**config.mk**
```make
export PLATFORM = sky130hd
export DESIGN_NAME = usb_tx_arbiter
export DESIGN_NICKNAME = d
export VERILOG_FILES = /design/src/rtl/usb_tx_arbiter.sv
export SDC_FILE = /design/constraint.sdc
export NUM_CORES = 1
export LEC_CHECK = 0
export BUFFER_PORTS_ARGS = -buffer_cell sky130_fd_sc_hd__buf_2
export CORE_AREA = 2 2 87 89
export CTS_BUF_LIST = sky130_fd_sc_hd__clkbuf_16
export CTS_CLUSTER_DIAMETER = 40
export DETAILED_ROUTE_END_ITERATION = 10
export DIE_AREA = 0 0 89 91
export GPL_TIMING_DRIVEN = 0
export PLACE_DENSITY_LB_ADDON = 0.05
export SLEW_MARGIN = 40
export SYNTH_ARGS = -nofsm -noshare
export SYNTH_HDL_FRONTEND = slang
export SYNTH_SLANG_ARGS = --single-unit
```
**constraint.sdc**
```tcl
create_clock -name Main_CLK -period 5.3 [get_ports Main_CLK]
set_input_delay 1.06 -clock Main_CLK [delete_from_list [all_inputs] [get_ports Main_CLK]]
set_output_delay 1.06 -clock Main_CLK [all_outputs]
set_load 0.05 [all_outputs]
```
**src/rtl/usb_tx_arbiter.sv**
```systemverilog
// rtl/usb_tx_arbiter.sv - per-burst round-robin arbiter for the USB TX FIFO write port
// Optional macro USB_TX_ARB_PRIO0_EN: channel 0 wins every arbitration it takes part in.
module usb_tx_arbiter #(
    parameter int N_REQ     = 4,
    parameter int DATA_W    = 40,
    parameter int MAX_BURST = 16,
    parameter int TIMEOUT   = 64
) (
    input  logic                    Main_CLK,
    input  logic                    Main_RESET_N,
    input  logic [N_REQ-1:0]        REQ_VALID,
    input  logic [N_REQ*DATA_W-1:0] REQ_DATA,
    input  logic [N_REQ-1:0]        REQ_LAST,
    output logic [N_REQ-1:0]        REQ_READY,
    input  logic                    TX_FULL,
    output logic [DATA_W-1:0]       TX_FIFO_Data,
    output logic                    TX_FIFO_WE,
    output logic [N_REQ-1:0]        GRANT,
    output logic                    BUSY,
    output logic                    TIMEOUT_ERR
);

    localparam int IW = (N_REQ > 1) ? $clog2(N_REQ) : 1;
    localparam int BW = $clog2(MAX_BURST);
    localparam int TW = $clog2(TIMEOUT);

    typedef enum logic {IDLE = 1'b0, XFER = 1'b1} state_t;

    state_t            state;
    logic [IW-1:0]     last_ptr;
    logic [IW-1:0]     gnt_idx;
    logic [IW-1:0]     pick_idx;
    logic [IW-1:0]     scan_idx;
    logic              pick_found;
    logic [N_REQ-1:0]  arb_valid;
    logic [BW-1:0]     burst_cnt;
    logic [TW-1:0]     idle_cnt;
    logic              beat;
    logic              cur_valid;
    logic              cur_last;
    logic              watchdog;
    logic              release_burst;

    // Scan starts one past the last owner, so a channel that just finished goes last.
    always_comb begin
        pick_found = 1'b0;
        pick_idx   = '0;
        scan_idx   = '0;
`ifdef USB_TX_ARB_PRIO0_EN
        arb_valid  = REQ_VALID & ~N_REQ'(1);
`else
        arb_valid  = REQ_VALID;
`endif
        for (int k = 1; k <= N_REQ; k++) begin
            scan_idx = IW'((int'(last_ptr) + k) % N_REQ);
            if (!pick_found && arb_valid[scan_idx]) begin
                pick_found = 1'b1;
                pick_idx   = scan_idx;
            end
        end
`ifdef USB_TX_ARB_PRIO0_EN
        if (REQ_VALID[0]) begin
            pick_found = 1'b1;
            pick_idx   = '0;
        end
`endif
    end

    always_comb begin
        REQ_READY    = GRANT & {N_REQ{~TX_FULL}};
        beat         = |(REQ_VALID & REQ_READY);
        cur_valid    = |(REQ_VALID & GRANT);
        cur_last     = |(REQ_VALID & REQ_LAST & GRANT);
        TX_FIFO_WE   = beat;
        TX_FIFO_Data = '0;
        for (int i = 0; i < N_REQ; i++) begin
            if (GRANT[i]) begin
                TX_FIFO_Data = TX_FIFO_Data | REQ_DATA[i*DATA_W +: DATA_W];
            end
        end
        // A full FIFO with valid data is back-pressure, not a stalled producer.
        watchdog      = (state == XFER) && !cur_valid && (idle_cnt == TW'(TIMEOUT - 1));
        release_burst = watchdog || (beat && (cur_last || (burst_cnt == BW'(MAX_BURST - 1))));
    end

    assign BUSY = (state == XFER);

    always_ff @(posedge Main_CLK or negedge Main_RESET_N) begin
        if (!Main_RESET_N) begin
            state       <= IDLE;
            GRANT       <= '0;
            gnt_idx     <= '0;
            last_ptr    <= IW'(N_REQ - 1);
            burst_cnt   <= '0;
            idle_cnt    <= '0;
            TIMEOUT_ERR <= 1'b0;
        end else begin
            TIMEOUT_ERR <= watchdog;
            case (state)
                IDLE: begin
                    if (pick_found) begin
                        state     <= XFER;
                        GRANT     <= N_REQ'(1) << pick_idx;
                        gnt_idx   <= pick_idx;
                        burst_cnt <= '0;
                        idle_cnt  <= '0;
                    end
                end
                XFER: begin
                    if (release_burst) begin
                        state <= IDLE;
                        GRANT <= '0;
`ifdef USB_TX_ARB_PRIO0_EN
                        if (gnt_idx != '0) begin
                            last_ptr <= gnt_idx;
                        end
`else
                        last_ptr <= gnt_idx;
`endif
                    end else if (beat) begin
                        burst_cnt <= burst_cnt + 1'b1;
                        idle_cnt  <= '0;
                    end else if (!cur_valid) begin
                        idle_cnt <= idle_cnt + 1'b1;
                    end
                end
            endcase
        end
    end

endmodule

```
# --- After elaboration in Yosys (flattened, before gate mapping) ---
# Cells that the tools add are included.
classes:
  addsub: 6
  order_cmp: 4
  eq_ne: 7
  n_shift: 1
  mux: 35
  n_bitwise: 10
  reduce_logical: 20
ops:
  columns: ["operator", "count"]
  rows:
  - ["$mux W40", 4]
  - ["$or A40 B40 Y40", 3]
  - ["$mux W6", 4]
  - ["$and A4 B4 Y4", 5]
  - ["$mux W4", 5]
  - ["$pmux W4 S2", 2]
  - ["$lt A2 B3 Y1 const B", 4]
  - ["$pmux W6 S2", 1]
  - ["$reduce_or A4 Y1", 3]
  - ["$mux W1", 10]
  - ["$bmux W1 S2", 4]
  - ["$mux W2", 4]
  - ["$add A6 B1 Y6 const B", 1]
  - ["$eq A6 B6 Y1 const B", 1]
  - ["$logic_and A1 B1 Y1", 6]
  - ["$ne A2 B2 Y1 const B", 3]
  - ["$reduce_and A2 Y1", 3]
  - ["$reduce_and A3 Y1", 2]
  - ["$add A2 B1 Y2 const B", 2]
  - ["$add A2 B2 Y2 const B", 2]
  - ["$add A4 B1 Y4 const B", 1]
  - ["$eq A4 B4 Y1 const B", 1]
  - ["$logic_not A1 Y1", 4]
  - ["$shl A1 B2 Y4 const A", 1]
  - ["other kinds (5)", 7]
totals:
  register_bits: 20
  in_bits: 171

# --- Logic depth before layout (Yosys ltp) ---
# Gate-level depths: netlist (run 1).
depth:
  ltp_word: 16
  depth_mapped: 7
  mapped_depth_nobuf: 6

# --- Worst setup path before layout (run 1) ---
# OpenSTA, ideal clock, no wires.
synth_timing:
  path_kind: "input to output"
  from: "input REQ_VALID[1]"
  to: "output TX_FIFO_WE"
  arrival_ns: 1.952
  t_required_ns: 4.240
  slack_ns: 2.288
  cell_stages: 3
  path_cell_list: "a22o_4 > nor2_1 > nor2_1"
synth_between:
  elab_chain_len: 2
synth_rtl:
  columns: ["element", "line_no", "source"]
  rows:
  - ["start, declared", "11", "input logic [N_REQ-1:0] REQ_VALID,"]
  - ["$and A4 B4 Y4", "71", "beat = |(REQ_VALID & REQ_READY);"]
  - ["$reduce_or A4 Y1", "71", null]
  - ["end, declared", "17", "output logic TX_FIFO_WE,"]
# Every way passes these cells.

# --- Worst setup path in the final report (run 1) ---
# Ends and elaborated chain as after synthesis.

==> metrics.cfg, run 1 <==
[synthesis]
yosysTopAreaCellShare = 0.297
synth_ff_type = dfrtp_1
synthTopCellsByArea = a22oi_1 30%, dfrtp_1 22%, nand2_1 9.8%
synthDistinctLibCells = 41
ys_warn_count = 0
avgSynthCellArea_um2 = 7.66
synth-seq-cells = 20
synth_nets = 437
yosysTopAreaCell = a22oi_1
netlist_instances = 264
post-synth-top-count-cell = a22oi_1
ys_top_cells_by_count = 80 x a22oi_1, 53 x nand2_1, 18 x dfrtp_1
synth_area_um2 = 2020
synth-seq-area-share = 0.249
synth-edff-count = 0
async_flop_share = 1.00

[sta]
slew_headroom = 0.520
setup_slack_ns = 2.13
rsz0062_at_grt = no
setup_viol = 0
worst_slew_pin_slew_ns = 0.720
fin_worst_skew_ns = 0.00209
slew_violations = 0
hold_viol = 0
fin_crit_sh = 0.597
maxClockFrequency_mhz = 316
hold_ws_ns = 0.483
fin_tns_setup_ns = 0
finalCriticalPeriod_ns = 3.17

[pwr]
swShare = 0.627
power.total_mw = 1.92
pwr-share-comb = 0.786
p_switching_mw = 1.20
leakage_nw = 1.85
peakVddDrop_v = 0.000276
pwr-share-seq = 0.133
clkPwrFrac = 0.082
p_per_area_nw_per_um2 = 577
p_int_uw = 716

[cts]
clock_latency_ns = 0.25
h-tree-depth = 1
cts-resized-gates = 0
tritoncts = done
clock-sinks = 20
clk_pin_slew_worst_paths_ns = 0.06
root_buffer = clkbuf_16
cts_made_buffers = 3
post_cts_buffers = 0
cts-hold-fix-buffers = 0
cts.path.max_buffers = 2

[worst_setup_path]
critPathCapture = TX_FIFO_WE
worst_ep_arrival_time_ns = 2.11
cp_max_fo = 6
critical_path.startpoint = REQ_VALID[1]
reg2reg_to = last_ptr[1]
critPathKind = primary input to output port
worst_setup_path_end_kind = output port
reg2reg_depth = 6
rrSetupSlack_ns = 3.24
cp-start-kind = primary input
cp.required_ns = 4.24
reg2reg_from = GRANT[0]

[detailed_routing]
wl_met1_mm = 3.72
ant_nets = 0
avgViaCountPerCell = 5.03
drt_iter0_drc = 140
post_drt_wl_per_cell_um = 16.4
drcViolationCount = 0
postRouteWirelength_mm = 9.65
met3WireLength_mm = 1.20
routed.top_layer = met4
drt_first_pass_iters = 4
route.met2.wl_mm = 4.62
num_vias = 2954

[global_route]
grt_pass1_wl_mm = 14.0
grt_max_degree = 21
antenna_found_initial = 0
overflow = 0
grt_usage = 0.218
grt_pass1_vias = 2770

[floorplanning]
die_w_um = 89
num_io_pins = 222
die_area_um2 = 8100
initial_core_util = 0.283
die_y_um = 91
coreArea_um2 = 7140
num_rows = 31

[final_layout]
layout.nets = 662
area_delta_synth_final_pct = 64.4
fillers = 788
finalInstanceArea_um2 = 3330
diodes = 0
drive_above_1_share = 0.492

[placement]
gp_congestion = 0.831
placement.io_buffers = 220
dp_slack_ns = 2.16
post-dp-hpwl_mm = 7.94
placed_area_um2 = 3250

[min_path]
whs_path_depth = 2
hp-class = flip-flop to flip-flop

[run]
maxCapViolations = 0

[run_status]
status = finished, final reports clean

==> critical path: stages <==
cell and delay [ns]:
buf_2 0.14, a22o_4 0.28, nor2_1 0.29, nor2_1 0.11
buf_2 0.23
==> layout by cell type, fill, tap and decap left out, types with 2 or more instances in the layout <==
| cell type | synthesis | final |
|---|---|---|
| nand3_1 | 9 | 9 |
| a31oi_1 | 2 | 2 |
| buf_1 | 2 | 2 |
| dfrtp_1 | 18 | 18 |
| a32o_1 | 4 | 4 |
| nor2_1 | 9 | 9 |
| o211ai_1 | 2 | 2 |
| nand2_1 | 53 | 53 |
| clkbuf_1 | 15 | 15 |
| o21ai_0 | 7 | 7 |
| mux2_2 | 3 | 3 |
| clkbuf_16 | 0 | 3 |
| and3_1 | 3 | 3 |
| a21oi_1 | 5 | 5 |
| a22o_4 | 2 | 2 |
| nand2b_1 | 4 | 4 |
| mux2i_1 | 5 | 5 |
| inv_1 | 7 | 7 |
| nor2b_1 | 5 | 5 |
| buf_2 | 5 | 225 |
| ha_1 | 2 | 2 |
| or3_1 | 2 | 2 |
| dfstp_2 | 2 | 2 |
| a22oi_1 | 80 | 80 |
==> layout make-up <==
class                      instances  area (µm²)  share of cell area
sequential                        20         503               0.151
multi-input combinational        214        1400               0.421
clock buffer                       3        75.1              0.0226
buffer                            23        93.8              0.0282
tap                               99         124              0.0372
clock inverter                     1        3.75             0.00113
timing repair buffer             220        1100               0.331
inverter                           7        26.3             0.00790
==> power by group through the flow <==
stage | Clock [mW] | Sequential (mW) | Combinational [mW]
final | 0.156 | 0.255 | 1.51
after CTS | 0.159 | 0.255 | 1.51
after global routing | 0.166 | 0.264 | 1.62
after floorplan | 0 | 0.293 | 1.07
after global placement | 0 | 0.255 | 1.51
after detailed placement | 0 | 0.257 | 1.51
==> through the flow <==
| step | utilization | instances |
|---|---|---|
| final | 0.466 | 587 |
| after global routing | 0.466 | 587 |
| after CTS | 0.466 | 587 |
| after detailed placement | 0.455 | 583 |
| after global placement | 0.455 | 583 |
| after floorplan | - | 264 |
==> cells by family after synthesis <==
group | share of synthesized area
flops | 0.249
simple gates | 0.219
buf+inv | 0.0594
fa+ha+maj | 0.0124
mux | 0.0414
compound gates | 0.419
==> sequential cells by signal, indices dropped and copies added (netlist names) <==
register and flops:
BUSY 1, GRANT 4, TIMEOUT_ERR 1, burst_cnt 4, gnt_idx 2, idle_cnt 6, last_ptr 2
==> per-layer routing <==
layer | vias to the layer above | track usage
li1 | 1464 | -
met1 | 1342 | 0.259
met2 | 140 | 0.374
met3 | 8 | 0.0909
met4 | 0 | 0.0311
met5 | - | 0
==> worst min path at each step <==
stage	start	to	slack, ns
2_1_floorplan	gnt_idx[1]	gnt_idx[1]	0.45
3_3_place_gp	gnt_idx[1]	gnt_idx[1]	0.46
3_5_place_dp	gnt_idx[1]	gnt_idx[1]	0.47
4_1_cts	gnt_idx[1]	gnt_idx[1]	0.49
5_1_grt	gnt_idx[0]	last_ptr[0]	0.53
6_report	gnt_idx[1]	gnt_idx[1]	0.48
Note: power is estimated with default switching activity, not from simulation.
==> run 2, diff against run 1 <==
--- a/config.mk
+++ b/config.mk
@@ -6,11 +6,11 @@
 export NUM_CORES = 1
 export LEC_CHECK = 0
 export BUFFER_PORTS_ARGS = -buffer_cell sky130_fd_sc_hd__buf_2
-export CORE_AREA = 2 2 87 89
+export CORE_AREA = 2 2 85 87
 export CTS_BUF_LIST = sky130_fd_sc_hd__clkbuf_16
 export CTS_CLUSTER_DIAMETER = 40
 export DETAILED_ROUTE_END_ITERATION = 10
-export DIE_AREA = 0 0 89 91
+export DIE_AREA = 0 0 87 89
 export GPL_TIMING_DRIVEN = 0
 export PLACE_DENSITY_LB_ADDON = 0.05
 export SLEW_MARGIN = 40
==> constraint.sdc (replaced) <==
create_clock -name Main_CLK -period 2.6 [get_ports Main_CLK]
set_input_delay 0.52 -clock Main_CLK [delete_from_list [all_inputs] [get_ports Main_CLK]]
set_output_delay 0.52 -clock Main_CLK [all_outputs]
set_load 0.05 [all_outputs]
==> run 2 against run 1 <==
  * Design area is 0.71% lower
  * Largest power group unchanged
  * Critical path depth did not move
  * Largest cell class unchanged
  * Flip-flop and latch count is the same
  * Worst setup slack lost 1.9 ns
  * Sequential share of layout area increased by 0.11 points
==> metrics.cfg, run 2 (same netlist as run 1, synthesis figures left out) <==
[worst_setup_path]
reg2reg_to = idle_cnt[4]
cp-start-kind = flip-flop
cp.required_ns = 2.08  ; -2.16 ns
reg2reg_from = BUSY
reg2reg_depth = 5  ; -1
critPathKind = flip-flop to output port
worst_ep_arrival_time_ns = 1.81  ; -0.30 ns
rrSetupSlack_ns = 0.52  ; -2.72 ns
cp_max_fo = 10  ; +4
worst_setup_path_end_kind = output port

[floorplanning]
num_rows = 30  ; -3.2%
coreArea_um2 = 6720  ; -5.9%
initial_core_util = 0.301  ; +0.0176
die_area_um2 = 7740  ; -4.4%
num_io_pins = 222  ; unchanged
die_y_um = 89  ; -2.2%
die_w_um = 87  ; -2.2%

[sta]
hold_viol = 0  ; unchanged
fin_tns_setup_ns = 0  ; unchanged
slew_headroom = 0.487  ; -0.0337
setup_slack_ns = 0.266  ; -1.87 ns
fin_worst_skew_ns = 0.00131  ; -0.000785 ns
slew_violations = 0  ; unchanged
hold_ws_ns = 0.217  ; -0.266 ns
finalCriticalPeriod_ns = 2.33
fin_crit_sh = 0.898
setup_viol = 0  ; unchanged
maxClockFrequency_mhz = 428
rsz0062_at_grt = no
worst_slew_pin_slew_ns = 0.770  ; +0.0506 ns

[detailed_routing]
met3WireLength_mm = 1.05  ; -12%
route.met2.wl_mm = 4.67  ; +1.1%
drt_iter0_drc = 171  ; +22%
avgViaCountPerCell = 5.20  ; +3.4%
drt_first_pass_iters = 5  ; +1
ant_nets = 0  ; unchanged
post_drt_wl_per_cell_um = 17.3  ; +5.4%
num_vias = 2955  ; +0.034%
wl_met1_mm = 4.03  ; +8.1%
drcViolationCount = 0  ; unchanged
routed.top_layer = met4
postRouteWirelength_mm = 9.84  ; +2.0%

[pwr]
peakVddDrop_v = 0.000685  ; +150%
leakage_nw = 1.85  ; unchanged
p_per_area_nw_per_um2 = 1190  ; +110%

[placement]
placed_area_um2 = 3220  ; -0.73%
post-dp-hpwl_mm = 8.25  ; +3.9%
placement.io_buffers = 220  ; unchanged
gp_congestion = 0.860  ; +3.5%
dp_slack_ns = 0.370  ; -1.79 ns

[cts]
post_cts_buffers = 0  ; unchanged
clock-sinks = 20  ; unchanged
clock_latency_ns = 0.25  ; about the same
cts-hold-fix-buffers = 0  ; unchanged
cts.path.max_buffers = 2  ; unchanged
clk_pin_slew_worst_paths_ns = 0.05  ; about the same
tritoncts = done
root_buffer = clkbuf_16
cts-resized-gates = 0  ; unchanged
cts_made_buffers = 3  ; unchanged
h-tree-depth = 1  ; unchanged

[final_layout]
layout_common_cells = 225 x buf_2, 80 x a22oi_1, 53 x nand2_1
seq_area_um2 = 503  ; unchanged
registers.top_by_ff_count = idle_cnt
largest_reg_flops = 6  ; unchanged
drive_above_1_share = 0.492  ; unchanged
fillers = 702  ; -11%
finalInstanceArea_um2 = 3300  ; -0.71%
diodes = 0  ; unchanged
layout.nets = 662  ; unchanged
multi_input_area_um2 = 1400  ; unchanged
top_regs = idle_cnt: 6 flops, GRANT: 4 flops, burst_cnt: 4 flops
postLayoutCoreUtil = 0.492  ; +0.0255
area_delta_synth_final_pct = 63.3
final_common_cell = buf_2

[global_route]
grt_max_degree = 21  ; unchanged
grt_usage = 0.231  ; +0.0123
antenna_found_initial = 0  ; unchanged
overflow = 0  ; unchanged
grt_pass1_wl_mm = 13.9  ; -0.64%
grt_pass1_vias = 2661  ; -3.9%

[run]
maxCapViolations = 0  ; unchanged

[run_status]
status = finished, final reports clean

[min_path]
hp-class = primary input to async pin

-- run 2: cell counts in the layout (fill, tap and decap cells not counted) --
No cell type changed its count.
-- run 2: routing by layer --
| layer | vias to the layer above | GRT usage |
|---|---|---|
| met5 | - | 0 |
| met4 | 0 | 0.0170 |
| met3 | 6 | 0.0886 |
| met2 | 131 | 0.373 |
| met1 | 1352 | 0.307 |
| li1 | 1466 | - |
-- run 2: layout make-up --
cell class,instances,area share
plain buffers,23,0.0284
flip-flops and latches,20,0.152
clock buffers,3,0.0227
multi-input cells,214,0.424
repair buffers,220,0.333
inverters,7,0.00795
well taps,80,0.0303
clock inverters,1,0.00114
-- run 2: how the worst max path moves through the flow --
stage / startpoint / to / slack [ns] / cells past startpoint
2_1_floorplan: GRANT[3] / REQ_READY[3] / 0.19 / 3
3_3_place_gp: REQ_VALID[1] / idle_cnt[4] / 0.39 / 6
3_5_place_dp: REQ_VALID[1] / idle_cnt[4] / 0.37 / 6
4_1_cts: GRANT[2] / TX_FIFO_Data[14] / 0.27 / 5
5_1_grt: GRANT[0] / TX_FIFO_Data[16] / 0.14 / 5
6_report: GRANT[2] / TX_FIFO_Data[13] / 0.27 / 5
-- run 2: critical path: stages, from the launching register on --
cell and delay, ns:
dfrtp_1 0.34, buf_2 0.20, clkbuf_1 0.39, a22oi_1 0.16, nand2_1 0.18, buf_2 0.30
-- run 2: through the flow --
stage / power [mW] / instances
floorplan: 2.78 / 264
global placement: 3.60 / 564
detailed placement: 3.62 / 564
CTS: 3.95 / 568
global route: 4.20 / 568
finish: 3.93 / 568
-- run 2: where the power goes --
part	switching, mW	internal [mW]	total (mW)	leakage, nW
registers	0.0849	0.435	0.520	0.252
clock network	0.108	0.205	0.313	0.0385
logic	2.28	0.819	3.10	1.56
==> run 3, diff against run 2 <==
--- a/config.mk
+++ b/config.mk
@@ -12,6 +12,7 @@
 export DETAILED_ROUTE_END_ITERATION = 10
 export DIE_AREA = 0 0 87 89
 export GPL_TIMING_DRIVEN = 0
+export MAX_ROUTING_LAYER = met4
 export PLACE_DENSITY_LB_ADDON = 0.05
 export SLEW_MARGIN = 40
 export SYNTH_ARGS = -nofsm -noshare
==> run 3 against run 2 <==
  * Utilization did not move
  * Critical endpoint unchanged
  * Hold slack about the same
  * Sequential share of layout area unchanged
  * First-iteration DRC count increased by 2.9%
  * Cell count unchanged
==> metrics.cfg, run 3 (same netlist as run 1, synthesis figures left out) <==
[final_layout]
layout_common_cells = 225 x buf_2, 80 x a22oi_1, 53 x nand2_1
final_common_cell = buf_2
drive_above_1_share = 0.492  ; unchanged
top_regs = idle_cnt: 6 flops, GRANT: 4 flops, burst_cnt: 4 flops
largest_reg_flops = 6  ; unchanged
seq_area_um2 = 503  ; unchanged
fillers = 702  ; unchanged
layout.nets = 662  ; unchanged
diodes = 0  ; unchanged
area_delta_synth_final_pct = 63.3  ; unchanged
multi_input_area_um2 = 1400  ; unchanged
postLayoutCoreUtil = 0.492  ; unchanged
registers.top_by_ff_count = idle_cnt

[global_route]
grt_max_degree = 21  ; unchanged
antenna_found_initial = 0  ; unchanged
grt_usage = 0.238  ; +0.00709
grt_pass1_wl_mm = 13.9  ; about the same
grt_pass1_vias = 2659  ; -0.075%
overflow = 0  ; unchanged

[placement]
post-dp-hpwl_mm = 8.25  ; unchanged
placement.io_buffers = 220  ; unchanged
gp_congestion = 0.874  ; +1.6%

[detailed_routing]
drt_first_pass_iters = 5  ; unchanged
avgViaCountPerCell = 5.18  ; -0.34%
ant_nets = 0  ; unchanged
drcViolationCount = 0  ; unchanged
post_drt_wl_per_cell_um = 17.3  ; about the same
num_vias = 2945  ; -0.34%
drt_iter0_drc = 176  ; +2.9%
postRouteWirelength_mm = 9.83  ; about the same

[floorplanning]
die_w_um = 87  ; unchanged
die_area_um2 = 7740  ; unchanged
die_y_um = 89  ; unchanged
num_io_pins = 222  ; unchanged
coreArea_um2 = 6720  ; unchanged
initial_core_util = 0.301  ; unchanged
num_rows = 30  ; unchanged

[worst_setup_path]
crit_top_cell = buf_2
path_cells = buf_2, clkbuf_1, a22oi_1, nand2_1, buf_2
worst_setup_path_end_kind = output port
cp-start-kind = flip-flop
worst_ep_arrival_time_ns = 1.80  ; about the same
cp_max_fo = 10  ; unchanged
reg2reg_depth = 5  ; unchanged
slowest_stage = clkbuf_1
slowest_delay_ns = 0.39  ; about the same
cp.required_ns = 2.08  ; about the same
critPathKind = flip-flop to output port

[sta]
worst_slew_pin_slew_ns = 0.766  ; -0.00404 ns
slew_violations = 0  ; unchanged
setup_viol = 0  ; unchanged
fin_crit_sh = 0.891  ; -0.00641
slew_headroom = 0.489  ; +0.00270
maxClockFrequency_mhz = 431  ; +0.72%
fin_worst_skew_ns = 0.00108  ; -0.000227 ns
finalCriticalPeriod_ns = 2.32  ; -0.0167 ns
fin_tns_setup_ns = 0  ; unchanged
hold_viol = 0  ; unchanged
rsz0062_at_grt = no

[cts]
clk_pin_slew_worst_paths_ns = 0.05  ; about the same
h-tree-depth = 1  ; unchanged
tritoncts = done
root_buffer = clkbuf_16
clock_latency_ns = 0.25  ; about the same
clock-sinks = 20  ; unchanged
cts-resized-gates = 0  ; unchanged
cts-hold-fix-buffers = 0  ; unchanged
cts_made_buffers = 3  ; unchanged
cts.path.max_buffers = 2  ; unchanged
post_cts_buffers = 0  ; unchanged

[pwr]
p_per_area_nw_per_um2 = 1190  ; about the same
leakage_nw = 1.85  ; unchanged
peakVddDrop_v = 0.000682  ; -0.50%

[min_path]
hp-class = primary input to async pin

[run]
maxCapViolations = 0  ; unchanged

[run_status]
status = finished, final reports clean

[run 3: cell counts in the layout (fill, tap and decap cells not counted)]
Identical to the previous run, type by type.
[run 3: worst paths after layout]
| path | endpoint | from | slack, ns |
|---|---|---|---|
| max in group asynchronous | last_ptr[1] | Main_RESET_N | 2.04 |
| min in group Main_CLK | gnt_idx[1] | gnt_idx[1] | 0.48 |
| hold / removal | burst_cnt[1] | Main_RESET_N | 0.22 |
| setup / recovery | TX_FIFO_Data[13] | GRANT[2] | 0.28 |
| setup reg to reg | idle_cnt[4] | BUSY | 0.52 |
| hold reg to reg | gnt_idx[1] | gnt_idx[1] | 0.48 |
[run 3: routing by layer]
| layer | part of all wire | global-route usage | up-vias |
|---|---|---|---|
| li1 | - | - | 1464 |
| met1 | 0.41 | 0.309 | 1345 |
| met2 | 0.47 | 0.372 | 130 |
| met3 | 0.11 | 0.0849 | 6 |
| met4 | 0.0089 | 0.0170 | 0 |
| met5 | 0 | - | - |
[run 3: report_power, final]
part           leakage (nW)  switching (mW)  internal [mW]
combinational          1.56            2.27          0.819
clock                0.0385           0.108          0.205
sequential            0.252          0.0844          0.435
[run 3: through the flow]
stage	power [mW]	hold slack, ns	area (µm²)	instances	setup WS (ns)
2_1_floorplan	2.78	0.224	2020	264	0.186
3_5_place_dp	3.62	0.476	3220	564	0.370
3_3_place_gp	3.60	0.470	3220	564	0.391
6_report	3.92	0.217	3300	568	0.282
4_1_cts	3.95	0.234	3300	568	0.267
5_1_grt	4.20	0.252	3300	568	0.140
[run 3: cell type report]
type | count | area share
flip-flops and latches | 20 | 0.152
multi-input cells | 214 | 0.424
clock inverters | 1 | 0.00114
plain buffers | 23 | 0.0284
clock buffers | 3 | 0.0227
repair buffers | 220 | 0.333
well taps | 80 | 0.0303
inverters | 7 | 0.00795
[run 3: critical path: cells and delay by family, from the launching register on]
kind | cells | cell delay, ns
simple gates | 1 | 0.16
compound gates | 1 | 0.17
buf+inv | 3 | 0.88
flops | 1 | 0.34
